$ cat src/rtl/seq_stream_tx_pkg.sv
// Shared definitions for the seq_stream_tx serialiser.
//   state_t        : FSM state encoding (IDLE/SHIFT/DONE)
//   WIDTH_DEFAULT  : default number of bits per loaded word
package seq_stream_tx_pkg;

  localparam int WIDTH_DEFAULT = 8;

  typedef enum logic [1:0] {
    IDLE  = 2'b00,
    SHIFT = 2'b01,
    DONE  = 2'b10
  } state_t;

endpackage

$ cat src/rtl/seq_stream_piso.sv
// Parallel-in / serial-out data register for seq_stream_tx.
//   clk, rstn : clock, asynchronous active-low reset (clears the register)
//   load      : capture data_in (takes priority over shift)
//   shift     : shift right by one, zero-filling the MSB
//   data_in   : parallel word
//   lsb       : current bit 0 of the register (next bit to emit)
module seq_stream_piso
  import seq_stream_tx_pkg::*;
#(
  parameter int WIDTH = WIDTH_DEFAULT
) (
  input  logic             clk,
  input  logic             rstn,
  input  logic             load,
  input  logic             shift,
  input  logic [WIDTH-1:0] data_in,
  output logic             lsb
);

  logic [WIDTH-1:0] shreg;

  always_ff @(posedge clk or negedge rstn) begin
    if (!rstn) begin
      shreg <= '0;
    end else if (load) begin
      shreg <= data_in;
    end else if (shift) begin
      shreg <= {1'b0, shreg[WIDTH-1:1]};
    end
  end

  assign lsb = shreg[0];

endmodule

$ cat src/rtl/seq_stream_tx.sv
// Word serialiser: accepts a WIDTH-bit word and emits it LSB first, one bit
// per cycle, with a stall input, an end-of-word pulse and a running modulo-4
// count of emitted one bits.
//   clk, rstn : clock, asynchronous active-low reset
//   load      : accept data_in (only while ready=1)
//   data_in   : word to serialise
//   hold      : freeze serialisation for this cycle (ignored outside SHIFT)
//   clr       : synchronous clear of ones_cnt, beats a same-edge increment
//   ready     : idle and able to take a word
//   x_out     : serial bit (0 whenever x_valid=0)
//   x_valid   : x_out carries a payload bit this cycle
//   done      : one-cycle pulse in the first IDLE cycle after a word
//   ones_cnt  : emitted one bits, modulo 4, persistent across words
//
// Handshake: a word transfers on a rising edge where load=1 and ready=1;
// load with ready=0 is dropped and has no effect. There is no backpressure
// on the serial side: x_valid=1 means a bit is delivered in that cycle.
module seq_stream_tx
  import seq_stream_tx_pkg::*;
#(
  parameter int WIDTH = WIDTH_DEFAULT
) (
  input  logic             clk,
  input  logic             rstn,
  input  logic             load,
  input  logic [WIDTH-1:0] data_in,
  input  logic             hold,
  input  logic             clr,
  output logic             ready,
  output logic             x_out,
  output logic             x_valid,
  output logic             done,
  output logic [1:0]       ones_cnt
);

  localparam int CW = $clog2(WIDTH) + 1;

  state_t          state, state_d;
  logic [CW-1:0]   bit_cnt, bit_cnt_d;
  logic            x_out_d, x_valid_d, done_d;
  logic [1:0]      ones_d;
  logic            piso_load, piso_shift, piso_lsb;
  logic            last_bit;

  seq_stream_piso #(.WIDTH(WIDTH)) u_piso (
    .clk     (clk),
    .rstn    (rstn),
    .load    (piso_load),
    .shift   (piso_shift),
    .data_in (data_in),
    .lsb     (piso_lsb)
  );

  assign ready    = (state == IDLE);
  assign last_bit = (bit_cnt == CW'(WIDTH - 1));

  // All outputs are registered: the comb block computes their next values.
  always_comb begin
    state_d    = state;
    bit_cnt_d  = bit_cnt;
    x_out_d    = 1'b0;
    x_valid_d  = 1'b0;
    done_d     = 1'b0;
    ones_d     = ones_cnt;
    piso_load  = 1'b0;
    piso_shift = 1'b0;

    case (state)
      IDLE: begin
        if (load) begin
          piso_load = 1'b1;
          bit_cnt_d = '0;
          state_d   = SHIFT;
        end
      end
      SHIFT: begin
        if (!hold) begin
          piso_shift = 1'b1;
          x_out_d    = piso_lsb;
          x_valid_d  = 1'b1;
          bit_cnt_d  = bit_cnt + CW'(1);
          if (piso_lsb) begin
            ones_d = ones_cnt + 2'd1;
          end
          if (last_bit) begin
            state_d = DONE;
          end
        end
      end
      DONE: begin
        done_d  = 1'b1;
        state_d = IDLE;
      end
      default: begin
        state_d = IDLE;
      end
    endcase

    if (clr) begin
      ones_d = 2'd0;
    end
  end

  always_ff @(posedge clk or negedge rstn) begin
    if (!rstn) begin
      state    <= IDLE;
      bit_cnt  <= '0;
      x_out    <= 1'b0;
      x_valid  <= 1'b0;
      done     <= 1'b0;
      ones_cnt <= 2'd0;
    end else begin
      state    <= state_d;
      bit_cnt  <= bit_cnt_d;
      x_out    <= x_out_d;
      x_valid  <= x_valid_d;
      done     <= done_d;
      ones_cnt <= ones_d;
    end
  end

endmodule

$ cat config.mk
export PLATFORM = sky130hd
export DESIGN_NAME = seq_stream_tx
export DESIGN_NICKNAME = d
export VERILOG_FILES = /design/src/rtl/seq_stream_tx_pkg.sv /design/src/rtl/seq_stream_piso.sv /design/src/rtl/seq_stream_tx.sv
export SDC_FILE = /design/constraint.sdc
export NUM_CORES = 1
export LEC_CHECK = 0
export BUFFER_PORTS_ARGS = -buffer_cell sky130_fd_sc_hd__buf_2
export CAP_MARGIN = 20
export CORE_UTILIZATION = 54
export CTS_BUF_LIST = sky130_fd_sc_hd__clkbuf_8
export CTS_CLUSTER_DIAMETER = 150
export DETAILED_ROUTE_END_ITERATION = 7
export PLACE_DENSITY = 0.77
export RECOVER_POWER = 100
export SYNTH_ARGS = -nofsm -noshare
export SYNTH_HDL_FRONTEND = slang
export SYNTH_SLANG_ARGS = --single-unit
$ cat constraint.sdc
create_clock -name clk -period 1.63 [get_ports clk]
set_input_delay 0.163 -clock clk [delete_from_list [all_inputs] [get_ports clk]]
set_output_delay 0.163 -clock clk [all_outputs]
set_load 0.02 [all_outputs]
# After elaboration in Yosys (flattened, before gate mapping)
# Index checks and enable logic that the tools add are counted.
dict set report word_totals {
  word_cells 44
  in_bits 13
  ff_bits 19
  output_inout_bits 6
}
dict set report op_classes {
  addsub 2
  eq_ne 7
  muxes 20
  reduce_logical 8
}
# operator count
set ops {}
lappend ops {{two-way mux 8 bit} 2}
lappend ops {{two-way mux 2 bit} 7}
lappend ops {{AND reduction 3 bit} 3}
lappend ops {{two-way mux 4 bit} 2}
lappend ops {{one-hot mux 4 bit (2 select lines)} 1}
lappend ops {{nonzero test 2 bit} 4}
lappend ops {{two-way mux 1 bit} 7}
lappend ops {{!= test 2 bit (second input constant)} 3}
lappend ops {{adder 4 x 1 -> 4 bit (second input constant)} 1}
lappend ops {{equality test 4 x 3 -> 1 bit (second input constant)} 1}
lappend ops {{one-hot mux 2 bit (2 select lines)} 1}
lappend ops {{adder 2 x 1 -> 2 bit (second input constant)} 1}
lappend ops {{equality test 2 x 1 -> 1 bit (second input constant)} 1}
lappend ops {{equality test 2 bit (second input constant)} 1}
lappend ops {{logical NOT 2 bit} 1}
lappend ops {{!= test 2 x 1 -> 1 bit (second input constant)} 1}

# Longest topological paths before layout
dict set report depth {
  ltp_word 5
  mapped_depth 6
}

# Modules after synthesis
# Synthesis repeated with hierarchy kept, for this count alone.
dict set report hier_totals {
  hier_cells 75
  area_unflattened_um2 848.3
}
# module cells_each seq_area_each_um2 n_inst area_each_um2
set by_module_without_submodules {}
lappend by_module_without_submodules {seq_stream_tx 41 275.3 1 479.2}
lappend by_module_without_submodules {seq_stream_piso 34 200.2 1 369.1}

# Worst setup path after synthesis
# No wires, ideal clock.
dict set report synth_timing {
  kind {register to register}
  from {register state[1]}
  to {register u_piso.shreg[7]}
  arrival_ps 1219
  path_slack_ps 290
  setup_ps 121
  t_required_ps 1509
  path_stages_with_launch 6
  cell_sequence {dfrtp_1 or3b_1 inv_2 buf_6 nor2_2 a22o_1}
}
dict set report synth_between {
  elab_chain_len 3
  word_cells_on_any_way 6
}
# element line
set synth_lines {}
lappend synth_lines {{start: declaration} seq_stream_tx.sv:38} ;# state_t state, state_d;
lappend synth_lines {{start signal: assignment} seq_stream_tx.sv:113} ;# state <= state_d;
lappend synth_lines {{equality test 2 x 1 -> 1 bit} seq_stream_tx.sv:68} ;# case (state)
lappend synth_lines {{two-way mux 1 bit} seq_stream_tx.sv:68}
lappend synth_lines {{named net piso_shift} seq_stream_tx.sv:42} ;# logic piso_load, piso_shift, piso_lsb;
lappend synth_lines {{nonzero test 2 bit (no source line)} n/a}
lappend synth_lines {{end signal: assignment} seq_stream_piso.sv:26} ;# shreg <= data_in;
lappend synth_lines {{end signal: assignment} seq_stream_piso.sv:28} ;# shreg <= {1'b0, shreg[WIDTH-1:1]};
lappend synth_lines {{end: declaration} seq_stream_piso.sv:20} ;# logic [WIDTH-1:0] shreg;
# The timed path passes the listed nets, and every way through them passes these cells.
# A chain may end at the register's enable or synchronous reset.

# Worst setup path in the final report
dict set report layout_timing {
  from {register state[1]}
  to {register u_piso.shreg[0]}
}
dict set report layout_between {
  elab_chain_len 3
  word_cells_on_any_way 6
}
# element line
set layout_lines {}
lappend layout_lines {{equality test 2 x 1 -> 1 bit / logical NOT 2 bit (equally long branches)} seq_stream_tx.sv:68}
lappend layout_lines {{two-way mux 1 bit} seq_stream_tx.sv:68}
lappend layout_lines {{nonzero test 2 bit (no source line) / two-way mux 8 bit (equally long branches)} n/a}
# Several ways; a longest one is shown, not always the timed one.

==> impl_results.md <==
- Status: complete, no violations
- Placed cell count: between 100 and 150
- Area growth syn-to-layout: 16.1%
- Power Density: between 1500 and 2000 nW/um^2
- CTS tree: yes
- Warnings, synthesis: 0
- Hold_buf cts: 1
- Relative slew slack: 0.343
- Min Tclk post-route: about 1.4 ns
- CTS Buffer Depth: 2
- Total Power: between 1.5 and 2 mW
- Clk_skew: 0.00101 ns
- WS Path Type: reg2reg
- Initial antenna violation count: 0
- Slowest-stage cell, CP: dfrtp_1
- IO Port Bufs: 18
- Setup TNS Final: 0 ns
- Netlist cell types: 28
- MaxCap Viol Count: 0
- Crit-path max cell delay: 0.45 ns
- Ant. Diodes: 0
- Crit path arrival time: around 1.6 ns
- Synth Cell Area: roughly 850 um^2
- Seq/Total Area, Yosys: 0.556
- Tcrit/Tclk final: 0.889
- Leakage power: 0.473 nW
- Final hold vios: 0
- Largest net degree at the start of global routing: 20
- Gpl congestion: ~0.70
- Max Freq: 690 MHz
- Critical Path Fanout Max: 10
- Worst VDD drop: 1000 uV
- Vias in the first global route: about 650
- Die Area: 1750 um^2
- IO Count: 19
- Routed WL: approximately 1600 um
- Share of layout cells above drive strength 1: 0.240
- CTS clk-pin slew, worst paths: around 0.07 ns
- Gate Count Post-Synth: 79
- Via count: between 600 and 700
- Total setup buffers inserted after CTS: 0
- First-pass GRT wire length: between 2000 and 3000 um
- Worst slew pin tran: approximately 0.99 ns
- Worst Path Required: ~1.8 ns
- Initial Util: 0.618
- Drt wl/cell: between 10 and 15 um
- Critical Path Sink Type: register
- Synth top area share: 0.556
- Clk Latency, worst-skew pair: 0.25 ns
- Hpwl dp: between 1000 and 1500 um
- Unrepaired setup endpoints after global routing: false
- CTS Buf Count: 3
- Post-CTS sizing: 0
- Die X: approximately 42 um
- Drt pass-1 iters: 4
- H-tree depth: 1
- Post-route DRC: 0
- Synth top area cells: dfrtp_1, nor2_1, a21oi_2
- Crit path cell chain: or3b_1 > clkbuf_2 > o22ai_1 > nor2_1
- Cell taking the most area after synthesis: dfrtp_1
- CTS root buf: clkbuf_8
- Final Non-Filler Cells: around 120
- Max-slew violations: 0
- Most frequent cells in the layout: dfrtp_1, nor2_1, buf_2
- # rows: 13
- Syn_area_per_cell: around 11 um^2
- Final WS setup: roughly 0.18 ns
- Initial DRC count: 3
- Core area: 1380 um^2
- Die Height: roughly 42 um
- Commonest non-fill, non-tap cell in the layout: dfrtp_1
- Antenna Nets Post-Route: 0
- CP Launch Type: register
- Syn Nets: just over 90
- Clk sinks: 19
- FF+latch count, synth: 19
- Final setup viols: 0
- Hold Crit Class: in2reg
- Nets: around 120
- Pre-CTS setup slack: between 0.15 and 0.2 ns
- Vias per cell: 5.53
- Total GRT Usage: 0.217
- Global route overflow: 0
==> critical path: cells and delay by family (launching register included) <==
family | cells | cell delay [ns]
AOI/OAI and AO/OA | 1 | 0.18
and+or+nand+nor | 2 | 0.49
buffers and inverters | 1 | 0.22
DFF | 1 | 0.45
==> where the power goes <==
| part | switching [mW] | total [mW] | internal, mW |
|---|---|---|---|
| logic | 0.293 | 0.529 | 0.236 |
| clock network | 0.151 | 0.319 | 0.167 |
| registers | 0.128 | 0.758 | 0.629 |
| total | 0.573 | 1.61 | 1.03 |
==> layout make-up <==
cell class,count,area [um^2]
Clock buffer,3,41.3
Clock inverter,1,3.75
Fill cell,106,390
Inverter,1,3.75
Multi-Input combinational cell,55,345
Sequential cell,19,475
Tap cell,15,18.8
Timing Repair Buffer,21,104
==> cell families (layout without fill, tap and decap cells) <==
logic type / after synthesis / in the layout / share of synthesized area
buf+inv: 5 / 26 / 0.0366
flops: 19 / 19 / 0.556
mux: 3 / 3 / 0.0381
fa+ha+maj: 1 / 1 / 0.0146
simple gates: 34 / 34 / 0.209
xor+xnor: 1 / 1 / 0.0103
compound gates: 16 / 16 / 0.135
==> metal layers <==
layer  wire, um  vias to the layer above  global-route usage
li1           -                      318                   -
met1        750                      302               0.280
met2        731                       16               0.331
met3         80                        0              0.0870
met4          0                        0              0.0774
met5          0                        -                   0
==> stage by stage <==
| stage | cell area [um^2] | hold slack [ns] | util |
|---|---|---|---|
| floorplan | 855 | -0.133 | - |
| global placement | 951 | 0.117 | 0.688 |
| global route | 992 | 0.0878 | 0.718 |
| detailed placement | 951 | 0.118 | 0.688 |
| finish | 992 | 0.0805 | 0.718 |
| CTS | 1010 | 0.0761 | 0.728 |
==> registers in the layout, indices dropped and copies added (netlist names) <==
name	cells
bit_cnt	4
x_out	1
state	2
done	1
x_valid	1
u_piso.shreg	8
ones_cnt	2
==> synthesized netlist by cell type <==
master and instances:
ha_1 1, inv_2 1, mux2_2 2, mux2i_1 1
a21oi_1 4, clkbuf_1 1, a22oi_1 2, buf_4 1
nor2_2 1, o21ai_0 1, buf_2 1, nor2b_1 3
nand4_1 1, buf_6 1, a21oi_2 4, xnor2_1 1
o22ai_1 1, nand2_1 9, nor2_1 10, dfrtp_1 19
o21bai_1 1, or3b_1 2, nor4b_1 1, nand3_1 3
and4bb_2 1, nor3b_2 1, nor3_1 2, a22o_1 3
==> final timing paths <==
kind	startpoint	end	slack, ns	cells past startpoint
max in group asynchronous	rstn	u_piso.shreg[5]	0.44	2
worst min register to register	bit_cnt[3]	state[1]	0.50	1
worst max register to register	state[1]	u_piso.shreg[0]	0.18	4
min in group asynchronous	rstn	done	0.60	2
worst min-delay path	clr	ones_cnt[0]	0.08	2
worst max-delay path	state[1]	u_piso.shreg[0]	0.18	4
Power figures use the tool's default switching activity.
